[config.mk]
export PLATFORM = sky130hd
export DESIGN_NAME = pipe_skid_stage
export DESIGN_NICKNAME = d
export VERILOG_FILES = /design/src/rtl/pipe_skid_stage.sv
export SDC_FILE = /design/constraint.sdc
export NUM_CORES = 1
export LEC_CHECK = 0
export BUFFER_PORTS_ARGS = -buffer_cell sky130_fd_sc_hd__buf_2
export CAP_MARGIN = 20
export CORE_ASPECT_RATIO = 0.9
export CORE_MARGIN = 4
export CORE_UTILIZATION = 49
export DETAILED_ROUTE_END_ITERATION = 10
export PLACE_DENSITY = 0.83
export SLEW_MARGIN = 20
export SYNTH_ARGS = -nofsm -noshare
export SYNTH_HDL_FRONTEND = slang
export SYNTH_SLANG_ARGS = --single-unit
[constraint.sdc]
create_clock -name clk -period 1.7 [get_ports clk]
set_clock_uncertainty 0.1 [all_clocks]
set_input_delay 0.085 -clock clk [delete_from_list [all_inputs] [get_ports clk]]
set_output_delay 0.085 -clock clk [all_outputs]
set_load 0.05 [all_outputs]
[src/rtl/pipe_skid_stage.sv]
// rtl/pipe_skid_stage.sv - two-entry skid-buffered pipeline register stage
//
// Ports:
//   clk        rising-edge clock
//   rst        asynchronous active-low reset
//   flush      synchronous kill of all held beats; same-cycle input is dropped
//   in_valid   upstream beat present
//   in_ready   stage can accept a beat (registered, no path from out_ready)
//   in_ctrl    upstream control payload
//   in_data    upstream data payload
//   out_valid  downstream beat present
//   out_ready  downstream accepts the beat
//   out_ctrl   control payload from the main register
//   out_data   data payload from the main register
//   occupancy  held beats 0..2
//   stall_cnt  saturating count of cycles with out_valid & !out_ready

module pipe_skid_stage #(
    parameter int DATA_W    = 32,
    parameter int CTRL_W    = 8,
    parameter int CNT_W     = 16,
    parameter bit ZERO_DATA = 1'b1
) (
    input  logic              clk,
    input  logic              rst,
    input  logic              flush,
    input  logic              in_valid,
    output logic              in_ready,
    input  logic [CTRL_W-1:0] in_ctrl,
    input  logic [DATA_W-1:0] in_data,
    output logic              out_valid,
    input  logic              out_ready,
    output logic [CTRL_W-1:0] out_ctrl,
    output logic [DATA_W-1:0] out_data,
    output logic [1:0]        occupancy,
    output logic [CNT_W-1:0]  stall_cnt
);

    // State encoding doubles as the occupancy count; the valid bits of the
    // main and skid registers are implied by the state (main valid when not
    // EMPTY, skid valid when FULL).
    typedef enum logic [1:0] {
        EMPTY = 2'd0,
        ONE   = 2'd1,
        FULL  = 2'd2
    } state_t;

    localparam logic [CNT_W-1:0] CNT_MAX = '1;

    state_t            stateQ, stateD;
    logic [CTRL_W-1:0] mainCtrl, mainCtrlD, skidCtrl, skidCtrlD;
    logic [DATA_W-1:0] mainData, mainDataD, skidData, skidDataD;
    logic [CNT_W-1:0]  stallCnt;
    logic              inXfer, outXfer;

    assign in_ready  = (stateQ != FULL);
    assign out_valid = (stateQ != EMPTY);
    assign out_ctrl  = mainCtrl;
    assign out_data  = mainData;
    assign occupancy = stateQ;
    assign stall_cnt = stallCnt;

    assign inXfer  = in_valid & in_ready;
    assign outXfer = out_valid & out_ready;

    always_ff @(posedge clk or negedge rst) begin
        if (!rst) begin
            stateQ   <= EMPTY;
            mainCtrl <= '0;
            mainData <= '0;
            skidCtrl <= '0;
            skidData <= '0;
        end else begin
            stateQ   <= stateD;
            mainCtrl <= mainCtrlD;
            mainData <= mainDataD;
            skidCtrl <= skidCtrlD;
            skidData <= skidDataD;
        end
    end

    always_comb begin
        stateD    = stateQ;
        mainCtrlD = mainCtrl;
        mainDataD = mainData;
        skidCtrlD = skidCtrl;
        skidDataD = skidData;

        if (flush) begin
            // Flush wins over every transfer; an output handshake in this
            // cycle has already been consumed downstream, so nothing is kept.
            stateD    = EMPTY;
            mainCtrlD = '0;
            skidCtrlD = '0;
            if (ZERO_DATA) begin
                mainDataD = '0;
                skidDataD = '0;
            end
        end else begin
            case (stateQ)
                EMPTY: begin
                    if (inXfer) begin
                        mainCtrlD = in_ctrl;
                        mainDataD = in_data;
                        stateD    = ONE;
                    end
                end
                ONE: begin
                    if (inXfer && outXfer) begin
                        mainCtrlD = in_ctrl;
                        mainDataD = in_data;
                    end else if (inXfer) begin
                        skidCtrlD = in_ctrl;
                        skidDataD = in_data;
                        stateD    = FULL;
                    end else if (outXfer) begin
                        mainCtrlD = '0;
                        if (ZERO_DATA) begin
                            mainDataD = '0;
                        end
                        stateD = EMPTY;
                    end
                end
                FULL: begin
                    if (outXfer) begin
                        mainCtrlD = skidCtrl;
                        mainDataD = skidData;
                        skidCtrlD = '0;
                        if (ZERO_DATA) begin
                            skidDataD = '0;
                        end
                        stateD = ONE;
                    end
                end
                default: begin
                    stateD    = EMPTY;
                    mainCtrlD = '0;
                    skidCtrlD = '0;
                    mainDataD = '0;
                    skidDataD = '0;
                end
            endcase
        end
    end

    // Stall counter ignores flush so it reflects true downstream backpressure.
    always_ff @(posedge clk or negedge rst) begin
        if (!rst) begin
            stallCnt <= '0;
        end else if (out_valid && !out_ready && (stallCnt != CNT_MAX)) begin
            stallCnt <= stallCnt + 1'b1;
        end
    end

endmodule

==> results of run 1 <==
logic make-up (layout without fill, tap and decap cells):
kind of cell | Yosys count | after routing | share of synthesized area, %
AO/OA/AOI/OAI | 95 | 95 | 17.1
XOR/XNOR | 13 | 13 | 2.50
adder cells (fa/ha/maj) | 1 | 1 | 0.274
buffers and inverters | 76 | 257 | 7.58
flip-flops | 98 | 98 | 53.8
multiplexers | 42 | 42 | 9.28
AND/OR/NAND/NOR | 85 | 85 | 9.50
power breakdown:
part	switching [W]	internal [W]
Clock	0.000802	0.000882
Combinational	0.00108	0.000664
Sequential	0.000164	0.00252
timing repair:
action                                  4_1_cts  5_1_grt
resized for setup                             1        8
gates cloned                                  1        0
hold buffers                                 43        0
endpoints found under the setup margin        5       38
hold endpoints to repair                    118        0
setup buffers                                13        7
pin swaps                                     5        8
sequential cells by signal (all words and copies together), names as in the netlist:
name       cells
out_ctrl       8
skidData      32
occupancy      2
stall_cnt     16
skidCtrl       8
out_data      32
area by class of cell:
| cell class | instances | area share [%] |
|---|---|---|
| clock buffers | 11 | 2.13 |
| clock inverters | 5 | 1.28 |
| repair buffers | 195 | 22.2 |
| flip-flops and latches | 98 | 37.3 |
| well taps | 122 | 2.30 |
| inverters | 46 | 2.60 |
| multi-input cells | 236 | 32.2 |
metrics by stage:
stage	TNS, ps	total power (W)
CTS	-1.83	0.00612
finish	-23.0	0.00612
floorplan	-2630	0.00375
global placement	0	0.00418
global route	-587	0.00641
detailed placement	-44.7	0.00423
layer usage:
layer  up-vias  part of all wire, %  track usage [%]
met1      1847                   43             28.2
met2        92                   52             39.7
met5         -                    0                0
li1       1786                    -                -
met3        16                  3.4             4.41
met4         0                  1.4             6.14
placed cells by master (no fill, tap or decap), types with 2 or more instances in the layout:
cell type      instances
a21oi_1                3
a22oi_1               41
buf_12                10
buf_2                102
buf_4                 36
buf_6                  3
bufinv_16              2
clkbuf_8              10
dfrtp_1               80
dfrtp_2               18
dlygate4sd3_1         43
inv_1                 46
inv_6                  2
mux2i_1               40
nand2_1               49
nand4_1                4
nand4_4                2
nor2_1                 7
nor2_4                 2
nor3_1                 2
nor3_2                 4
o21ai_0                2
o21ba_2                2
o2bb2ai_2             39
or2_4                  3
or3_4                  3
xnor2_1                6
xor2_1                 5
how the worst min path moves through the flow:
stage,start,to,slack [ps],depth (start not counted)
floorplan,rst,occupancy[0],-310,0
global placement,rst,skidData[25],-10,1
detailed placement,rst,out_data[24],2,1
CTS,out_ready,occupancy[0],70,4
global route,out_ready,occupancy[0],90,4
finish,out_ready,occupancy[0],90,4
worst register-to-register path, cell delays in order, from the launching register on:
cell and delay, ps:
dfrtp_2 420, nand4_1 190, buf_6 150, o41ai_4 70, buf_4 160, or3_4 380, xnor2_2 150
==> run metrics, run 1 <==
status finished, violations left; failing checks setup timing; max_cap viols 0; CP cell instances nand4_1 -> buf_6 -> o41ai_4 -> buf_4 -> or3_4 -> xnor2_2; CP Class flop to flop; Setup crit start stall_cnt[11]; DRT Wirelength 11.9 mm; Synth-to-Final Area Change 45.8%; Synth Flop Type dfrtp_1; CP Buf/Inv Count 2; post-synth top area share 53.8%; Worst R2R Path Depth 6; IO Count 105; Post-DRT Antenna Nets 0; Max transition margin 63.7%; Hold Slack 85.8 ps; H-tree levels 3; Synth area leader dfrtp_1; num rows 33; largest net degree at the start of global routing 40; Pwr Density 921 mW/mm^2; RR Endpoint stall_cnt[5]; final worst path period share 101%; post-route setup slack -20.9 ps; list of most frequent post-synthesis cells 98 x dfrtp_1, 49 x nand2_1, 46 x inv_1; DRC Markers 0; Fmax 0.581 GHz; crit path max-delay cell type dfrtp_2; core area 0.00908 sq mm; Post-synth EDFFs 0; Top Family by Delay on Critical Path simple AND/OR/NAND/NOR gates; final net count 632; Leakage 3.19 nW; Worst path max stage delay 420 ps; most frequent cell after synthesis dfrtp_1; Finish-stage setup viols 2; Worst-Skew Late Latency 340 ps; Worst Path Max Fanout 5; fin area 0.00664 sq mm; R2R setup slack -20 ps; # diodes 0; stages on the worst setup path 6; Via Count 3741; crit path to stall_cnt[5]; initial core utilization 50.2%; min Tclk post-route 1720 ps; dpl ws -21.5 ps; crit start category flop; Iter 0 DRT Violations 127; Worst Path Required 1830 ps; CP Capture Type flop; Multi-input gate area 0.00214 sq mm; top cells by area, synth dfrtp_1 54%, mux2i_1 8.8%, o2bb2ai_1 7.7%; Placed Instances 633; slew at the pin closest to its max-slew limit 544 ps; Final Hold Fails 0; CTS root buf clkbuf_8; Yosys warnings 0; Slew Viols, Final 0; routed len/inst 16.7 microns; share of layout cells above drive strength 1 43.0%; post-layout util 73.1%; library cells used by synthesis 38; first-pass GRT wire length 19.3 mm; total track usage 22.5%; Max Root-Sink Buffers 2; clk sinks 98; Data arrival, critical path 1850 ps; die span in y 99.5 microns; fraction of registers with async set/reset 100%; GR Overflow Total 0; synthesized instance count 410; vias in the first global route 4017; filler instances 635; Seq/Total Area, Yosys 53.8%; Worst Hold Class input port to flop; Yosys reg bits 98; first-pass iteration count of the detailed router 4; initial antenna violation count 0; Final Non-Filler Cells 713; syn nets 456; CTS Buf Count 9; number of port buffers 104; RSZ-0062 raised after global routing true; Cell Area, Placed 0.00576 sq mm; DIE AREA 0.0109 sq mm; Avg Synthesized Cell Area 11.1 sq um; CTS tree yes; placed wire-length estimate 7.62 mm; die width 110 microns; Clock Pin Slew Worst Setup and Hold Paths 90 ps; DR vias/cell 5.25; worst vdd ir 0.541 mV; FF-to-FF Start stall_cnt[11]; register area 0.00247 sq mm; mapped cell area 0.00456 sq mm; GP Congestion 0.805
(Power assumes the default switching activity.)
==> run 2, diff against run 1 <==
--- a/config.mk
+++ b/config.mk
@@ -12,6 +12,7 @@
 export CORE_UTILIZATION = 49
 export DETAILED_ROUTE_END_ITERATION = 10
 export PLACE_DENSITY = 0.83
+export SETUP_SLACK_MARGIN = 0.1
 export SLEW_MARGIN = 20
 export SYNTH_ARGS = -nofsm -noshare
 export SYNTH_HDL_FRONTEND = slang
==> run metrics, run 2 (synthesis gave the netlist of run 1 again) <==
Max Root-Sink Buffers 2 (unchanged); Max transition margin 70.9% (+7.2 points); GR Overflow Total 0 (unchanged); # diodes 0 (unchanged); DIE AREA 0.0109 sq mm (unchanged); post-route setup slack -63.6 ps (-42.6 ps); Final Hold Fails 0 (unchanged); CTS Buf Count 9 (unchanged); RSZ-0062 raised after global routing true; first-pass GRT wire length 20.9 mm (+8.1%); routed len/inst 20.1 microns (+21%); Via Count 4076 (+9.0%); failing checks setup timing; Finish-stage setup viols 43 (+41); die width 110 microns (unchanged); dpl ws -14.5 ps (+7.02 ps); initial antenna violation count 0 (unchanged); CP Capture Type flop; Worst path max stage delay 440 ps (+20 ps); largest net degree at the start of global routing 44 (+10%); Slew Viols, Final 0 (unchanged); number of port buffers 104 (unchanged); core area 0.00908 sq mm (unchanged); Clock Pin Slew Worst Setup and Hold Paths 110 ps (+20 ps); Post-DRT Antenna Nets 0 (unchanged); max_cap viols 0 (unchanged); vias in the first global route 4109 (+2.3%); share of layout cells above drive strength 1 49.3% (+6.3 points); CP Class flop to flop; most frequent cells in the layout 101 x buf_2, 80 x dfrtp_1, 47 x nand2_1; initial core utilization 50.2% (unchanged); H-tree levels 3 (unchanged); crit start category flop; DRT Wirelength 14.7 mm (+24%); filler instances 490 (-23%); Worst-Skew Late Latency 360 ps (+20 ps); Worst Path Required 1870 ps (+40 ps); IO Count 105 (unchanged); FF-to-FF Start occupancy[1]; most frequent CP cell buf_6; clk sinks 98 (unchanged); final worst path period share 104% (+2.5 points); Worst Hold Class input port to async pin; Setup crit start occupancy[1]; placed wire-length estimate 7.80 mm (+2.4%); R2R setup slack -60 ps (-40 ps); Iter 0 DRT Violations 217 (+71%); CTS tree yes; status finished, violations left; worst vdd ir 0.499 mV (-7.8%); RR Endpoint out_data[30]; Synth-to-Final Area Change 62.8%; post-layout util 81.7% (+8.6 points); slew at the pin closest to its max-slew limit 436 ps (-108 ps); Pwr Density 848 mW/mm^2 (-7.8%); GP Congestion 0.765 (-5.0%); Worst R2R Path Depth 7 (+1); Leakage 3.45 nW (+8.2%); Fmax 0.567 GHz (-2.4%); total track usage 24.8% (+2.3 points); CP cell instances buf_6 -> buf_6 -> nor2b_4 -> a22oi_2 -> or2_4 -> buf_12 -> o2bb2ai_2; DRC Markers 0 (unchanged); Top Family by Delay on Critical Path simple AND/OR/NAND/NOR gates; min Tclk post-route 1760 ps (+42.6 ps); first-pass iteration count of the detailed router 5 (+1); die span in y 99.5 microns (unchanged); most common cell after layout, fill and taps aside buf_2; CTS root buf clkbuf_8; final net count 650 (+2.8%); CP Buf/Inv Count 3 (+1); Worst Path Max Fanout 8 (+3); crit path max-delay cell type dfrtp_2; DR vias/cell 5.58 (+6.3%); num rows 33 (unchanged); Data arrival, critical path 1930 ps (+80 ps)
## run 2: cell count changes in the layout (fill, tap and decap cells not counted), sizes merged
cell      change
clkbuf        +5
inv           -1
bufinv        -1
clkinvlp      +2
buf          +13
## run 2: where the power goes
part	switching, W	internal (W)	leakage [nW]
Sequential	0.000190	0.00252	1.30
Combinational	0.00123	0.000819	2.06
Clock	0.000845	0.000694	0.0906
## run 2: worst reg2reg max path: stages (launching register included)
cell,delay (ps)
dfrtp_2,440
buf_6,150
buf_6,130
nor2b_4,130
a22oi_2,70
or2_4,350
buf_12,190
o2bb2ai_2,120
## run 2: how the worst max path moves through the flow
stage	end	slack, ps	cells past startpoint
floorplan	stall_cnt[10]	-200	5
global placement	stall_cnt[10]	30	5
detailed placement	stall_cnt[3]	-10	6
CTS	stall_cnt[3]	-2	6
global route	out_ctrl[2]	-110	7
finish	out_data[30]	-60	7
## run 2: stage by stage
step,total power [W],hold WS (ps),instance area [sq um],TNS (ps),cells
floorplan,0.00377,-311,4980,-2700,410
global placement,0.00419,-50.0,5780,0,639
detailed placement,0.00423,-45.8,5780,-14.5,639
CTS,0.00599,49.2,6830,-2.98,715
global route,0.00653,109,7420,-3860,731
finish,0.00630,88.6,7420,-1750,731
## run 2: per-layer routing
metal  vias to the layer above  track usage, %  wire, microns
li1                       1828               -              -
met4                         0            8.53            339
met5                         -               0              0
met1                      2053            32.8           5890
met2                       162            41.5           7620
met3                        33            4.09            829
## run 2: area by class of cell
| class | count | area (sq um) | area share [%] |
|---|---|---|---|
| Clock buffer | 11 | 131 | 1.77 |
| Clock inverter | 5 | 62.6 | 0.843 |
| Inverter | 46 | 176 | 2.38 |
| Multi-Input combinational cell | 236 | 2590 | 34.9 |
| Sequential cell | 98 | 2470 | 33.3 |
| Tap cell | 122 | 153 | 2.06 |
| Timing Repair Buffer | 213 | 1830 | 24.7 |
## run 2: repair_timing
action,in CTS,in global routing
pin swaps,18,17
setup endpoints to repair,68,76
gates resized for setup,36,48
buffers inserted,12,11
hold buffers,43,0
hold endpoints to repair,180,0
cloned,5,5
==> run 3, diff against run 2 <==
--- a/config.mk
+++ b/config.mk
@@ -12,8 +12,8 @@
 export CORE_UTILIZATION = 49
 export DETAILED_ROUTE_END_ITERATION = 10
 export PLACE_DENSITY = 0.83
+export RECOVER_POWER = 25
 export SETUP_SLACK_MARGIN = 0.1
-export SLEW_MARGIN = 20
 export SYNTH_ARGS = -nofsm -noshare
 export SYNTH_HDL_FRONTEND = slang
 export SYNTH_SLANG_ARGS = --single-unit
==> run metrics, run 3 (synthesis gave the netlist of run 1 again) <==
status finished, violations left; failing checks setup timing; CTS tree yes; die width 110 microns (unchanged); Comb power frac 32.5% (about the same); P_sw 0.00225 W (-0.56%); Via Count 4057 (-0.47%); first-pass iteration count of the detailed router 5 (unchanged); GP Congestion 0.765 (unchanged); clk sinks 98 (unchanged); filler instances 493 (+0.61%); Worst R2R Path Depth 7 (unchanged); internal power 0.00403 W (-0.13%); Leakage 3.44 nW (-0.17%); worst vdd ir 0.499 mV (about the same); largest net degree at the start of global routing 44 (unchanged); Finish-stage setup viols 43 (unchanged); Synth-to-Final Area Change 62.4%; final worst path period share 104% (about the same); DIE AREA 0.0109 sq mm (unchanged); RSZ-0062 raised after global routing true; initial core utilization 50.2% (unchanged); min Tclk post-route 1760 ps (-1.18 ps); CP Class flop to flop; Cell Area, Placed 0.00578 sq mm (unchanged); Hold EP occupancy[0]; IO Count 105 (unchanged); switch share 35.9% (-0.10 points); routing usage on met1 32.8% (unchanged); vias in the first global route 4109 (unchanged); crit start category flop; Pwr Density 848 mW/mm^2 (about the same); clock share of power 24.4% (about the same); Post-DRT Antenna Nets 0 (unchanged); GR Util met2 41.5% (unchanged); final net count 650 (unchanged); Placed Instances 639 (unchanged); H-tree levels 3 (unchanged); Clock Pin Slew Worst Setup and Hold Paths 100 ps (about the same); most frequent CP cell buf_6; R2R setup slack -60 ps (about the same); slew at the pin closest to its max-slew limit 803 ps (+367 ps); first-pass GRT wire length 20.9 mm (unchanged); Final Non-Filler Cells 731 (unchanged); CTS root buf clkbuf_8; placed wire-length estimate 7.80 mm (unchanged); DRC Markers 0 (unchanged); crit path max-delay cell type dfrtp_2; Worst Path Max Fanout 8 (unchanged); Max transition margin 46.4% (-24 points); post-layout util 81.5% (-0.19 points); # diodes 0 (unchanged); DR vias/cell 5.55 (-0.47%); most used routing layer met2; Worst Hold Class input port to flop; most frequent cells in the layout 101 x buf_2, 80 x dfrtp_1, 47 x nand2_1; Worst-Skew Late Latency 360 ps (about the same); Max Root-Sink Buffers 2 (unchanged); total track usage 24.8% (unchanged); post-route setup slack -62.4 ps (+1.18 ps); Fmax 0.567 GHz (about the same); sequential share of power 43.2% (+0.2 points); met3 Usage GRT 4.09% (unchanged); CP Buf/Inv Count 3 (unchanged); fin area 0.00740 sq mm (-0.24%); Slew Viols, Final 0 (unchanged); RR Endpoint out_data[30]; Worst Path Required 1870 ps (about the same); Final Hold Fails 0 (unchanged); Hold Crit Depth 4; core area 0.00908 sq mm (unchanged); initial antenna violation count 0 (unchanged); CP cell instances buf_6 -> buf_6 -> nor2b_4 -> a22oi_2 -> or2_4 -> buf_12 -> o2bb2ai_2; routed len/inst 20.0 microns (-0.44%); most common cell after layout, fill and taps aside buf_2; GR Overflow Total 0 (unchanged); max_cap viols 0 (unchanged); CP Capture Type flop; Iter 0 DRT Violations 222 (+2.3%); Top Family by Delay on Critical Path simple AND/OR/NAND/NOR gates; Worst path max stage delay 440 ps (about the same); DRT Wirelength 14.6 mm (-0.44%); number of port buffers 104 (unchanged); num rows 33 (unchanged); share of layout cells above drive strength 1 49.3% (unchanged); FF-to-FF Start occupancy[1]; CTS Buf Count 9 (unchanged); die span in y 99.5 microns (unchanged); Data arrival, critical path 1930 ps (about the same); HP Start out_ready
[run 3: cell types whose count changed in the layout (fill, tap and decap cells not counted)]
cell and change:
buf_4 -1, buf_12 -1, clkbuf_2 +2
[run 3: power groups by stage]
stage	clock (W)	combinational (W)	sequential (W)
final	0.00153	0.00204	0.00271
after detailed placement	0	0.00149	0.00274
after floorplan	0	0.000577	0.00319
after CTS	0.00155	0.00175	0.00269
after global routing	0.00164	0.00214	0.00273
after global placement	0	0.00146	0.00273
[run 3: area by class of cell]
cell class,count,area (sq um),share of cell area (%)
Clock buffer,11,131,1.77
Timing Repair Buffer,213,1810,24.5
Sequential cell,98,2470,33.4
Tap cell,122,153,2.06
Inverter,46,176,2.38
Clock inverter,5,62.6,0.845
Multi-Input combinational cell,236,2590,35.0
[run 3: how the worst max path moves through the flow]
stage / from / endpoint / slack, ps / cells after the start
floorplan: stall_cnt[0] / stall_cnt[10] / -200 / 5
global placement: stall_cnt[1] / stall_cnt[10] / 30 / 5
detailed placement: stall_cnt[1] / stall_cnt[3] / -10 / 6
CTS: stall_cnt[0] / stall_cnt[3] / -2 / 6
global route: occupancy[1] / out_ctrl[2] / -110 / 7
finish: occupancy[1] / out_data[30] / -60 / 7
[run 3: repair_timing]
item,CTS,global route
buffers inserted,12,11
endpoints found under the hold margin,180,0
resized for setup,36,48
pin swaps,18,17
hold buffers,43,0
gates cloned,5,5
endpoints found under the setup margin,68,76
[run 3: routing by layer]
layer	routed length, microns	share of wire, %	vias up
li1	-	-	1824
met1	5850	40	2030
met2	7610	52	171
met3	821	5.6	32
met4	331	2.3	0
met5	0	0	-
[run 3: per-stage QoR]
step,TNS [ps],power (W),hold slack (ps),setup slack [ps]
finish,-1770,0.00628,109,-62.4
global route,-4060,0.00652,109,-113
CTS,-2.98,0.00599,49.2,-1.61
detailed placement,-14.5,0.00423,-45.8,-14.5
global placement,0,0.00419,-50.0,34.3
floorplan,-2700,0.00377,-311,-197
[run 3: worst min-delay path: stages]
cell,delay [ps]
buf_2,150
o21ai_0,110
o21a_1,130
nor2_1,40
